<file path="config.mk">
export PLATFORM = sky130hd
export DESIGN_NAME = lamp_conflict_monitor
export DESIGN_NICKNAME = d
export VERILOG_FILES = /design/src/rtl/lamp_conflict_monitor_pkg.sv /design/src/rtl/lamp_conflict_monitor_persist_filter.sv /design/src/rtl/lamp_conflict_monitor.sv
export SDC_FILE = /design/constraint.sdc
export NUM_CORES = 1
export LEC_CHECK = 0
export CORE_MARGIN = 2
export CORE_UTILIZATION = 45
export CTS_BUF_LIST = sky130_fd_sc_hd__clkbuf_2
export DETAILED_ROUTE_END_ITERATION = 8
export SLEW_MARGIN = 20
export SYNTH_ARGS = -nofsm -noshare
export SYNTH_HDL_FRONTEND = slang
export SYNTH_HIERARCHICAL = 1
export SYNTH_SLANG_ARGS = --single-unit
</file>
<file path="constraint.sdc">
create_clock -name clock -period 3.15 [get_ports clock]
set_clock_uncertainty 0.05 [all_clocks]
set_input_delay 0.4725 -clock clock [delete_from_list [all_inputs] [get_ports clock]]
set_output_delay 0.4725 -clock clock [all_outputs]
set_load 0.005 [all_outputs]
</file>
<file path="src/rtl/lamp_conflict_monitor_pkg.sv">
// Shared lamp bit positions, fault codes and monitor state encodings for the
// lamp-side conflict monitor.
package lamp_conflict_monitor_pkg;

  localparam int LAMP_R  = 4;
  localparam int LAMP_Y  = 3;
  localparam int LAMP_G  = 2;
  localparam int LAMP_DW = 1;
  localparam int LAMP_W  = 0;

  typedef enum logic [2:0] {
    FLT_NONE         = 3'd0,
    FLT_VEH_CONFLICT = 3'd1,
    FLT_PED_CONFLICT = 3'd2,
    FLT_MULTI_ASPECT = 3'd3,
    FLT_DARK         = 3'd4,
    FLT_SHORT_YEL    = 3'd5
  } fault_code_e;

  typedef enum logic [1:0] {
    ST_HOLDOFF = 2'd0,
    ST_ARMED   = 2'd1,
    ST_TRIPPED = 2'd2
  } mon_state_e;

  // Vehicle movement permitted on this approach (yellow or green lit).
  function automatic logic veh_moving(input logic [4:0] v);
    return v[LAMP_Y] | v[LAMP_G];
  endfunction

  function automatic logic multi_aspect(input logic [4:0] v);
    return (v[LAMP_R] & v[LAMP_Y]) | (v[LAMP_R] & v[LAMP_G]) |
           (v[LAMP_Y] & v[LAMP_G]) | (v[LAMP_DW] & v[LAMP_W]);
  endfunction

endpackage

</file>
<file path="src/rtl/lamp_conflict_monitor_persist_filter.sv">
// Persistence filter: hit is high once cond has been true for N consecutive
// cycles, and stays high while cond remains true.
module lamp_conflict_monitor_persist_filter #(
  parameter int N = 4
) (
  input  logic clock,
  input  logic resetn,
  input  logic hold_clr,
  input  logic cond,
  output logic hit
);

  localparam int            CW    = $clog2(N + 1);
  localparam logic [CW-1:0] N_CNT = CW'(N);

  logic [CW-1:0] cnt_q, cnt_d;

  always_comb begin
    cnt_d = cnt_q;
    if (hold_clr || !cond) begin
      cnt_d = '0;
    end else if (cnt_q != N_CNT) begin
      cnt_d = cnt_q + CW'(1);
    end
  end

  always_ff @(posedge clock) begin
    if (!resetn) begin
      cnt_q <= '0;
    end else begin
      cnt_q <= cnt_d;
    end
  end

  assign hit = (cnt_q == N_CNT);

endmodule

</file>
<file path="src/rtl/lamp_conflict_monitor.sv">
// Independent lamp-drive conflict monitor: validates the two read-back lamp
// vectors, latches the first fault and forces flashing-red while tripped.
module lamp_conflict_monitor
  import lamp_conflict_monitor_pkg::*;
#(
  parameter int PERSIST_CYC = 2_500_000,
  parameter int DARK_CYC    = 30_000_000,
  parameter int MIN_YEL_CYC = 150_000_000,
  parameter int HOLDOFF_CYC = 100_000_000
) (
  input  logic       clock,
  input  logic       resetn,
  input  logic [4:0] set1,
  input  logic [4:0] set2,
  input  logic       mode_flash,
  input  logic       clear_fault,
  output logic       fault,
  output logic [2:0] fault_code,
  output logic [7:0] fault_count,
  output logic       force_flash
);

  localparam int            YW        = $clog2(MIN_YEL_CYC + 1);
  localparam logic [YW-1:0] YEL_MIN   = YW'(MIN_YEL_CYC);
  localparam int            HW        = $clog2(HOLDOFF_CYC + 1);
  localparam logic [HW-1:0] HOLD_LAST = HW'(HOLDOFF_CYC - 1);

  logic [4:0]  set_q [2];
  logic        mode_flash_q;
  logic [3:0]  raw_cond;
  logic [3:0]  hit;
  logic [1:0]  short_yel;
  fault_code_e trip_code;

  mon_state_e  state_q;
  logic [HW-1:0] hold_tmr_q;
  logic        fault_q;
  logic        force_flash_q;
  logic [2:0]  fault_code_q;
  logic [7:0]  fault_count_q;

  always_ff @(posedge clock) begin
    if (!resetn) begin
      set_q[0]     <= '0;
      set_q[1]     <= '0;
      mode_flash_q <= 1'b0;
    end else begin
      set_q[0]     <= set1;
      set_q[1]     <= set2;
      mode_flash_q <= mode_flash;
    end
  end

  always_comb begin
    raw_cond[0] = veh_moving(set_q[0]) & veh_moving(set_q[1]);
    raw_cond[1] = (set_q[0][LAMP_W] & veh_moving(set_q[1])) |
                  (set_q[1][LAMP_W] & veh_moving(set_q[0]));
    raw_cond[2] = multi_aspect(set_q[0]) | multi_aspect(set_q[1]);
    raw_cond[3] = ~mode_flash_q &
                  ((set_q[0][LAMP_R:LAMP_G] == 3'b000) | (set_q[1][LAMP_R:LAMP_G] == 3'b000));
  end

  // Filters restart from zero on every HOLDOFF cycle so a fresh arming never
  // inherits history.
  generate
    for (genvar gi = 0; gi < 4; gi++) begin : g_filt
      lamp_conflict_monitor_persist_filter #(
        .N((gi == 3) ? DARK_CYC : PERSIST_CYC)
      ) u_filt (
        .clock   (clock),
        .resetn  (resetn),
        .hold_clr(state_q == ST_HOLDOFF),
        .cond    (raw_cond[gi]),
        .hit     (hit[gi])
      );
    end

    for (genvar gi = 0; gi < 2; gi++) begin : g_yel
      logic [YW-1:0] yel_tmr_q;
      logic          y_prev_q;

      always_ff @(posedge clock) begin
        if (!resetn) begin
          yel_tmr_q <= '0;
          y_prev_q  <= 1'b0;
        end else begin
          y_prev_q <= set_q[gi][LAMP_Y];
          if (state_q == ST_HOLDOFF || !set_q[gi][LAMP_Y]) begin
            yel_tmr_q <= '0;
          end else if (yel_tmr_q != YEL_MIN) begin
            yel_tmr_q <= yel_tmr_q + YW'(1);
          end
        end
      end

      // Timer still holds the full yellow length in the cycle the fall is seen.
      assign short_yel[gi] = y_prev_q & ~set_q[gi][LAMP_Y] & (yel_tmr_q < YEL_MIN) & ~mode_flash_q;
    end
  endgenerate

  always_comb begin
    trip_code = FLT_NONE;
    if (hit[0]) begin
      trip_code = FLT_VEH_CONFLICT;
    end else if (hit[1]) begin
      trip_code = FLT_PED_CONFLICT;
    end else if (hit[2]) begin
      trip_code = FLT_MULTI_ASPECT;
    end else if (hit[3]) begin
      trip_code = FLT_DARK;
    end else if (|short_yel) begin
      trip_code = FLT_SHORT_YEL;
    end
  end

  always_ff @(posedge clock) begin
    if (!resetn) begin
      state_q       <= ST_HOLDOFF;
      hold_tmr_q    <= '0;
      fault_q       <= 1'b0;
      force_flash_q <= 1'b1;
      fault_code_q  <= FLT_NONE;
      fault_count_q <= '0;
    end else begin
      case (state_q)
        ST_HOLDOFF: begin
          if (hold_tmr_q == HOLD_LAST) begin
            state_q       <= ST_ARMED;
            force_flash_q <= 1'b0;
          end else begin
            hold_tmr_q <= hold_tmr_q + HW'(1);
          end
        end
        ST_ARMED: begin
          if (trip_code != FLT_NONE) begin
            state_q       <= ST_TRIPPED;
            fault_q       <= 1'b1;
            force_flash_q <= 1'b1;
            fault_code_q  <= trip_code;
            if (fault_count_q != 8'hFF) begin
              fault_count_q <= fault_count_q + 8'd1;
            end
          end
        end
        ST_TRIPPED: begin
          // Clear only counts once the lamps are actually clean again.
          if (clear_fault && raw_cond == 4'b0000) begin
            state_q    <= ST_HOLDOFF;
            hold_tmr_q <= '0;
            fault_q    <= 1'b0;
          end
        end
        default: begin
          state_q       <= ST_HOLDOFF;
          hold_tmr_q    <= '0;
          fault_q       <= 1'b0;
          force_flash_q <= 1'b1;
        end
      endcase
    end
  end

  assign fault       = fault_q;
  assign force_flash = force_flash_q;
  assign fault_code  = fault_code_q;
  assign fault_count = fault_count_q;

endmodule
</file>
==> metrics.txt, run 1 <==
Routed Antenna Nets 0; crit-path max FO 17; met1 Usage GRT 25.8%; crit end category flop; gr busiest metal met2; Area contributors post-synth dfxtp_1 40%, nor2_1 5.7%, xor2_1 5.0%; Period minus WS final 2.87 ns; die span in x 153 um; crit-path max cell delay 0.44 ns; Max Freq 0.348 GHz; Core ar. 21,800 um^2; cells after synthesis 1,155; Post-CTS Resized 0; met3 GRT Util 3.40%; relative slew slack 50.7%; Net Count, Synth 1,183; CTS tree yes; R2R Path Start g_filt[1].u_filt/cnt_q[8]$_SDFFE_PP0P_; H-tree lvl count 2; I/O Pins 27; 1st-iter DRT viols 375; most common cell after layout, fill and taps aside dfxtp_1; period utilization 91.2%; met2 Resource Use GR 28.2%; # nets final 1,238; via count 8,372; DR vias/cell 5.49; HP Class in2reg; pwr/cell area 400 nW/um^2; commonest non-fill, non-tap cells in the layout 202 x dfxtp_1, 152 x nor2_1, 85 x nand2_1, 85 x clkbuf_2, 58 x a21oi_1; I/O Buffers 26; status finished, final reports clean; ys flop type dfxtp_1; worst hold slack 0.205 ns; die height 153 um; pin count of the biggest net entering global routing 29; drt first pass iters 5; max-slew violation count 0; MaxCap Viol Count 0; clk_lat worst skew 0.80 ns; gpl congestion 0.777; worst reg2reg path endpoint fault_count[4]$_SDFFE_PN0P_; hold buffers post-CTS 0; vias in the first global route 7,958; Hold Path Depth 2; Synth Warn # 6; library cells used by synthesis 77; All-Layer GR Usage 18.4%; cell class contributing the biggest share of worst-path delay simple AND/OR/NAND/NOR gates; Pwr Total 4370 uW; Initial Util 45.9%; area leader, netlist dfxtp_1; Setup crit start kind flop; register area share after synthesis 40.4%; final setup violation count 0; CP bufs+invs 0; Post-CTS Setup Inserts 0; final hold viol count 0; worst vdd ir 0.000266 V; row count 54; first-pass GRT wire length 37,200 um; hold path startpoint set2[0]; Post-Syn Area per Cell 8.66 um^2; Mapped Area 10,000 um^2; layout cells sized above 1 12.0%; Least-Margin Pin Slew 0.736 ns; gr ovfl total 0; Min-Delay Endpoint set_q[0][5]$_SDFF_PN0_; RSZ-0062 raised after global routing no; DRC 0; CTS sink cnt 202; Post-synth ARST share 0%; post-route setup slack 0.276 ns; EDFF count, synth 0; pre-CTS setup slack 0.335 ns; CTS buffer count 53; Die Area 23,400 um^2; Final HPWL DP 15,000 um; Root Buffer clkbuf_2; setup tns final 0 ns; Avg WL per Cell 14.1 um; Clk pin slew, worst setup/hold paths 0.09 ns; Leak 0.00378 uW; Syn-to-layout area delta 9.35%; FF-to-FF setup slack 0.28 ns; initial antenna violation count 1; CP Cell Sequence nor4b_1, nand4_1, nor2_1, nor3_1, a31oi_1, o21ai_4, or3_1, a21oi_1; CTS max path bufs 3; share of the synthesized area in the top cell type 40.4%; WL final 21,500 um; worst r2r path cells 8; Critical Path AT 3.50 ns; critical path type reg2reg; flops & latches, synth 202; WP data required 3.78 ns; Critical-path top delay cell dfxtp_1
## cell families after synthesis
logic type                 synth area share, %
AOI/OAI and AO/OA                         11.8
xor gates and xnor gates                  8.75
adders and majority gates                 1.75
buffers and inverters                     3.54
DFF                                       40.4
muxes                                     1.14
and+or+nand+nor                           32.6
## metal layers
layer | routed length, um | up-vias
met3 | 682 | 45
li1 | - | 4314
met4 | 491 | 0
met1 | 10900 | 3904
met5 | 0 | -
met2 | 9390 | 109
## stage by stage
| stage | std cells | utilization [%] | cell area [um^2] |
|---|---|---|---|
| after global placement | 1435 | 48.0 | 10500 |
| after CTS | 1523 | 50.1 | 10900 |
| after global routing | 1524 | 50.1 | 10900 |
| after floorplan | 1155 | - | 10000 |
| after detailed placement | 1435 | 48.1 | 10500 |
| final | 1524 | 50.1 | 10900 |
## synth_stat cells, types with 7 or more instances
| master | n |
|---|---|
| dfxtp_1 | 202 |
| mux2i_1 | 8 |
| o21ai_0 | 35 |
| nor4b_1 | 15 |
| nor4_1 | 15 |
| nor2_1 | 152 |
| and2_1 | 17 |
| or3_1 | 26 |
| clkbuf_1 | 23 |
| and4_1 | 23 |
| nand2_1 | 85 |
| nand4_1 | 42 |
| a21oi_1 | 58 |
| nor3_1 | 35 |
| xor2_1 | 57 |
| o31ai_1 | 11 |
| nand3_1 | 57 |
| a31oi_1 | 17 |
| o21ai_1 | 9 |
| and3b_1 | 7 |
| xnor2_1 | 43 |
| inv_1 | 33 |
| buf_6 | 8 |
| ha_1 | 14 |
| or4_1 | 10 |
| and3_1 | 26 |
| nand2b_1 | 14 |
## report_power, final
group	internal [uW]	total [uW]	switching, uW
combinational	37.3	78.8	41.5
clock	690	1720	1030
sequential	2560	2580	13.9
total	3290	4370	1080
## how the worst max path moves through the flow
stage / startpoint / endpoint / slack (ns) / cells past startpoint
2_1_floorplan: g_filt[3].u_filt/cnt_q[2]$_SDFFE_PP0P_ / fault_count[2]$_SDFFE_PN0P_ / 0.86 / 9
6_report: g_filt[1].u_filt/cnt_q[8]$_SDFFE_PP0P_ / fault_count[4]$_SDFFE_PN0P_ / 0.28 / 8
5_1_grt: g_filt[3].u_filt/cnt_q[17]$_SDFFE_PP0P_ / fault_count[1]$_SDFFE_PN0P_ / 0.09 / 9
3_5_place_dp: g_filt[1].u_filt/cnt_q[0]$_SDFFE_PP0P_ / fault_count[6]$_SDFFE_PN0P_ / 0.33 / 10
4_1_cts: g_filt[3].u_filt/cnt_q[17]$_SDFFE_PP0P_ / fault_count[4]$_SDFFE_PN0P_ / 0.34 / 9
3_3_place_gp: g_filt[3].u_filt/cnt_q[17]$_SDFFE_PP0P_ / fault_count[4]$_SDFFE_PN0P_ / 0.45 / 9
## final cells by class
cell class	count	area, um^2
well taps	280	350
clock inverters	3	11.3
fillers	2164	10900
repair buffers	38	350
inverters	33	124
clock buffers	85	425
flip-flops and latches	202	4040
multi-input cells	882	5640
diodes	1	2.50
## worst register-to-register path, stage by stage (launching register included)
cell     delay (ns)
dfxtp_1        0.44
nor4b_1        0.39
nand4_1        0.25
nor2_1         0.44
nor3_1         0.15
a31oi_1        0.31
o21ai_4        0.21
or3_1          0.38
a21oi_1        0.14
## state kept, by name (all words and copies together) (netlist names)
name,cells
fault,1
fault_code,3
fault_count,8
force_flash,1
g_filt.u_filt/cnt_q,91
g_yel.y_prev_q,2
g_yel.yel_tmr_q,56
hold_tmr_q,27
mode_flash_q,1
set_q,10
state_q,2
No activity file was read; power rests on OpenSTA's default activity.
==> run 2, diff against run 1 <==
CORE_ASPECT_RATIO = 0.75   (was default)
GPL_ROUTABILITY_DRIVEN = 0   (was default)
==> metrics.txt, run 2 (synthesis results as in run 1) <==
pin count of the biggest net entering global routing 29 (unchanged); 1st-iter DRT viols 455 (+21%); status finished, final reports clean; commonest non-fill, non-tap cells in the layout 202 x dfxtp_1, 152 x nor2_1, 85 x nand2_1; # nets final 1,236 (-0.16%); Core ar. 21,900 um^2 (+0.51%); Sw Share 24.8% (+0.090 points); Syn-to-layout area delta 9.58%; FF-to-FF setup slack 0.32 ns (+0.04 ns); hold buffers post-CTS 0 (unchanged); most common cell after layout, fill and taps aside dfxtp_1; layout cells sized above 1 11.5% (-0.47 points); Avg WL per Cell 14.4 um (+2.1%); Setup crit start kind flop; number of flip-flops in the largest register 91 (unchanged); I/O Pins 27 (unchanged); Least-Margin Pin Slew 0.732 ns (-0.00405 ns); crit end category flop; WL final 22,100 um (+3.0%); final hold viol count 0 (unchanged); Max Freq 0.353 GHz (+1.6%); max-slew violation count 0 (unchanged); row count 47 (-13%); setup tns final 0 ns (unchanged); pwr/cell area 403 nW/um^2 (+0.91%); CTS sink cnt 202 (unchanged); die span in x 176 um (+15%); DR vias/cell 5.50 (+0.10%); Critical-path top delay cell nor4b_1; initial antenna violation count 1 (unchanged); first-pass GRT wire length 37,200 um (about the same); Placed Area 10,500 um^2 (+0.24%); Period minus WS final 2.83 ns (-0.0446 ns); vias in the first global route 7,681 (-3.5%); sequential power share 58.3% (-0.7 points); critical path type reg2reg; MaxCap Viol Count 0 (unchanged); crit-path max FO 17 (unchanged); period utilization 89.8% (-1.4 points); worst vdd ir 0.000231 V (-13%); Critical Path AT 3.50 ns (about the same); biggest regs g_filt.u_filt/cnt_q (91), g_yel.yel_tmr_q (56), hold_tmr_q (27); drt first pass iters 5 (unchanged); CTS buffer count 51 (-3.8%); H-tree lvl count 2 (unchanged); Clk pin slew, worst setup/hold paths 0.10 ns (about the same); CP Cell Sequence nor4b_1, nand4_1, nor2_1, nor3_1, a31oi_1, o21ai_2, or3_1, a21oi_1; Routed Antenna Nets 0 (unchanged); via count 8,452 (+0.96%); final non-filler cell total 1,537 (+0.85%); Combinational Power Share 1.9% (about the same); WP data required 3.82 ns (+0.04 ns); crit-path max cell delay 0.47 ns (+0.03 ns); CTS max path bufs 3 (unchanged); Final HPWL DP 15,400 um (+2.9%); Die Area 23,500 um^2 (about the same); RSZ-0062 raised after global routing no; Post-CTS Resized 0 (unchanged); P_int 3320 uW (+0.99%); HP Class in2reg; Clock Power Share 39.9% (+0.7 points); Root Buffer clkbuf_2; CTS tree yes; die height 133 um (-13%); design area 11,000 um^2 (+0.21%); final setup violation count 0 (unchanged); All-Layer GR Usage 19.0% (+0.64 points); cell count after placement 1,449 (+0.98%); gr ovfl total 0 (unchanged); I/O Buffers 26 (unchanged); DRC 0 (unchanged); Reg with most FFs g_filt.u_filt/cnt_q; Initial Util 45.6% (-0.23 points); relative slew slack 50.8% (+0.080 points); Switch Pwr 1100 uW (+1.5%); Post-CTS Setup Inserts 0 (unchanged); Leak 0.00378 uW (-0.21%); clk_lat worst skew 0.81 ns (about the same)
run 2: cell count changes in the layout (fill, tap and decap cells not counted), sizes merged:
| cell | change |
|---|---|
| clkbuf | -8 |
| inv | +1 |
| bufinv | +1 |
| clkinv | +5 |
run 2: stage by stage:
| step | setup slack (ns) | hold slack [ns] | utilization [%] | power, uW |
|---|---|---|---|---|
| after CTS | 0.374 | 0.119 | 50.0 | 4520 |
| after global placement | 0.445 | 0.416 | 47.9 | 2720 |
| after detailed placement | 0.383 | 0.420 | 47.9 | 2720 |
| after floorplan | 0.864 | 0.397 | - | 2670 |
| final | 0.321 | 0.206 | 50.0 | 4420 |
| after global routing | 0.0781 | 0.108 | 50.0 | 4650 |
run 2: worst max-delay path: cells and delay by family (launching register included):
kind	cells	cell delay [ns]
AOI/OAI and AO/OA	3	0.60
DFF	1	0.46
and+or+nand+nor	5	1.65
run 2: final timing paths:
kind	startpoint	to	cells after the start
setup / recovery	g_filt[0].u_filt/cnt_q[8]$_SDFFE_PP0P_	fault_count[3]$_SDFFE_PN0P_	8
hold / removal	set1[3]	set_q[0][3]$_SDFF_PN0_	2
setup reg to reg	g_filt[0].u_filt/cnt_q[8]$_SDFFE_PP0P_	fault_count[3]$_SDFFE_PN0P_	8
hold reg to reg	g_filt[3].u_filt/cnt_q[24]$_SDFFE_PP0P_	g_filt[3].u_filt/cnt_q[24]$_SDFFE_PP0P_	2
run 2: layout make-up:
| type | instances | area [um^2] |
|---|---|---|
| Tap cell | 294 | 368 |
| Inverter | 33 | 124 |
| Antenna cell | 1 | 2.50 |
| Sequential cell | 202 | 4040 |
| Timing Repair Buffer | 38 | 350 |
| Multi-Input combinational cell | 882 | 5630 |
| Clock buffer | 77 | 385 |
| Clock inverter | 10 | 63.8 |
| Fill cell | 2130 | 11000 |
run 2: power by group through the flow:
stage | clock [uW] | sequential [uW] | combinational [uW]
5_1_grt | 1980 | 2580 | 88.3
3_5_place_dp | 0 | 2640 | 81.9
6_report | 1760 | 2580 | 82.1
2_1_floorplan | 0 | 2630 | 41.2
4_1_cts | 1860 | 2580 | 82.7
3_3_place_gp | 0 | 2640 | 81.9
run 2: routing by layer:
layer / routed length [um] / share of wire (%) / vias to the layer above / global-route usage [%]
met3: 1150 / 5.2 / 46 / 4.08
met2: 9180 / 41 / 178 / 27.4
met5: 0 / 0 / - / 0
met4: 435 / 2.0 / 0 / 6.01
met1: 11400 / 51 / 3904 / 28.2
li1: - / - / 4324 / -
==> run 3, diff against run 2 <==
CORE_UTILIZATION = 25   (was 45)
CTS_BUF_LIST = default   (was sky130_fd_sc_hd__clkbuf_2)
==> metrics.txt, run 3 (synthesis results as in run 1) <==
status finished, final reports clean; period utilization 88.6% (-1.3 points); Setup crit start kind flop; Reg with most FFs g_filt.u_filt/cnt_q; design area 11,700 um^2 (+6.7%); # nets final 1,208 (-2.3%); commonest non-fill, non-tap cells in the layout 202 x dfxtp_1, 152 x nor2_1, 85 x nand2_1; crit end category flop; crit-path max FO 15 (-2); gr ovfl total 0 (unchanged); Levels on crit path 8 (unchanged); CP bufs+invs 0 (unchanged); CP Cell Sequence nor4b_1, nand4_1, nor2_1, nor3_1, a31oi_1, o21ai_2, or3_1, a21oi_1; RSZ-0062 raised after global routing no; worst hold slack 0.426 ns (+0.220 ns); final setup violation count 0 (unchanged); worst r2r path cells 8 (unchanged); Clock Power Share 54.0% (+14 points); Initial Util 25.3% (-20 points); Leak 0.00386 uW (+2.3%); Avg WL per Cell 13.0 um (-9.7%); worst vdd ir 0.000350 V (+51%); via count 8,267 (-2.2%); Least-Margin Pin Slew 0.724 ns (-0.00805 ns); CTS max path bufs 3 (unchanged); pwr/cell area 495 nW/um^2 (+23%); clk_lat worst skew 0.53 ns (-0.28 ns); Sw Share 20.1% (-4.7 points); drt first pass iters 5 (unchanged); R2R Path Start g_filt[0].u_filt/cnt_q[8]$_SDFFE_PP0P_; MaxCap Viol Count 0 (unchanged); layout cells sized above 1 8.94% (-2.6 points); Combinational Power Share 1.4% (-0.5 points); P_int 4630 uW (+39%); Clk pin slew, worst setup/hold paths 0.06 ns (-0.04 ns); most common cell after layout, fill and taps aside dfxtp_1; Core ar. 39,500 um^2 (+80%); FF-to-FF setup slack 0.36 ns (+0.04 ns); Placed Area 10,800 um^2 (+2.6%); hold path startpoint g_filt[3].u_filt/cnt_q[24]$_SDFFE_PP0P_; WL final 22,300 um (+0.89%); Routed Antenna Nets 0 (unchanged); CTS buffer count 23 (-55%); Critical-path top delay cell dfxtp_1; Syn-to-layout area delta 16.9%; die height 177 um (+33%); I/O Pins 27 (unchanged); WP data required 3.53 ns (-0.29 ns); vias in the first global route 7,581 (-1.3%); post-layout util 29.6% (-20 points); HP Class reg2reg; Die Area 41,700 um^2 (+78%); Critical Path Source g_filt[0].u_filt/cnt_q[8]$_SDFFE_PP0P_; Max Freq 0.358 GHz (+1.4%); final hold viol count 0 (unchanged); Fillers 4,068 (+91%); worst reg2reg path endpoint fault_count[3]$_SDFFE_PN0P_; crit-path max cell delay 0.46 ns (about the same); die span in x 235 um (+33%); DRC 0 (unchanged); number of flip-flops in the largest register 91 (unchanged); 1st-iter DRT viols 570 (+25%); CTS tree yes; max-slew violation count 0 (unchanged); # diodes 0 (-1); initial antenna violation count 0 (-1); H-tree lvl count 1 (-1); CP endpoint fault_count[3]$_SDFFE_PN0P_; pin count of the biggest net entering global routing 29 (unchanged); CTS sink cnt 202 (unchanged); setup tns final 0 ns (unchanged); Final HPWL DP 16,100 um (+4.6%); Post-CTS Setup Inserts 0 (unchanged); row count 63 (+34%); DR vias/cell 4.81 (-12%); Root Buffer clkbuf_16; All-Layer GR Usage 10.6% (-8.5 points); Critical Path AT 3.17 ns (-0.33 ns); Post-CTS Resized 0 (unchanged); critical path type reg2reg; sequential power share 44.6% (-14 points); Pwr Total 5790 uW (+31%); Switch Pwr 1160 uW (+6.0%); cell class contributing the biggest share of worst-path delay simple AND/OR/NAND/NOR gates; I/O Buffers 26 (unchanged); biggest regs g_filt.u_filt/cnt_q (91), g_yel.yel_tmr_q (56), hold_tmr_q (27); first-pass GRT wire length 37,500 um (+0.68%); hold buffers post-CTS 0 (unchanged); relative slew slack 51.5% (+0.73 points); Period minus WS final 2.79 ns (-0.0395 ns)
==> run 3: changes by cell type in the layout (fill, tap and decap cells not counted), sizes merged <==
| cell | before | now |
|---|---|---|
| clkbuf | 77 | 24 |
| clkinvlp | 0 | 2 |
| diode | 1 | 0 |
| inv | 34 | 35 |
| bufinv | 1 | 8 |
| clkinv | 8 | 6 |
==> run 3: power groups by stage <==
stage | clock, uW | sequential [uW] | combinational, uW
floorplan | 0 | 2630 | 41.2
global placement | 0 | 2640 | 82.1
detailed placement | 0 | 2640 | 82.5
CTS | 3220 | 2580 | 82.9
global route | 3320 | 2580 | 90.4
finish | 3130 | 2580 | 81.6
==> run 3: tightest hold or removal path, stage by stage, from the launching register on <==
cell	delay, ns
dfxtp_1	0.31
o31ai_1	0.06
a21oi_1	0.05
==> run 3: cell type report <==
| class | instances | area (um^2) | area share [%] |
|---|---|---|---|
| Timing Repair Buffer | 38 | 350 | 3.00 |
| Clock inverter | 18 | 303 | 2.59 |
| Sequential cell | 202 | 4040 | 34.6 |
| Clock buffer | 24 | 589 | 5.04 |
| Inverter | 33 | 124 | 1.06 |
| Tap cell | 520 | 651 | 5.56 |
| Multi-Input combinational cell | 882 | 5630 | 48.2 |
==> run 3: worst min-delay path by stage <==
| stage | end | depth (start not counted) |
|---|---|---|
| global route | g_filt[3].u_filt/cnt_q[23]$_SDFFE_PP0P_ | 2 |
| CTS | g_filt[3].u_filt/cnt_q[24]$_SDFFE_PP0P_ | 2 |
| finish | g_filt[3].u_filt/cnt_q[24]$_SDFFE_PP0P_ | 2 |
| global placement | g_filt[3].u_filt/cnt_q[24]$_SDFFE_PP0P_ | 2 |
| detailed placement | g_filt[3].u_filt/cnt_q[24]$_SDFFE_PP0P_ | 2 |
| floorplan | g_filt[3].u_filt/cnt_q[23]$_SDFFE_PP0P_ | 2 |
==> run 3: metal layers <==
metal / wire length [um] / share of wire (%) / vias up / track usage, %
met2: 9570 / 43 / 143 / 16.1
li1: - / - / 4230 / -
met5: 0 / 0 / - / 0
met3: 922 / 4.1 / 32 / 1.78
met4: 502 / 2.2 / 0 / 2.74
met1: 11300 / 51 / 3862 / 15.3
==> run 3: stage by stage <==
stage	std cells	setup WS (ns)
3_3_place_gp	1675	0.349
6_report	1717	0.360
3_5_place_dp	1675	0.245
2_1_floorplan	1155	0.864
4_1_cts	1717	0.200
5_1_grt	1717	0.0210
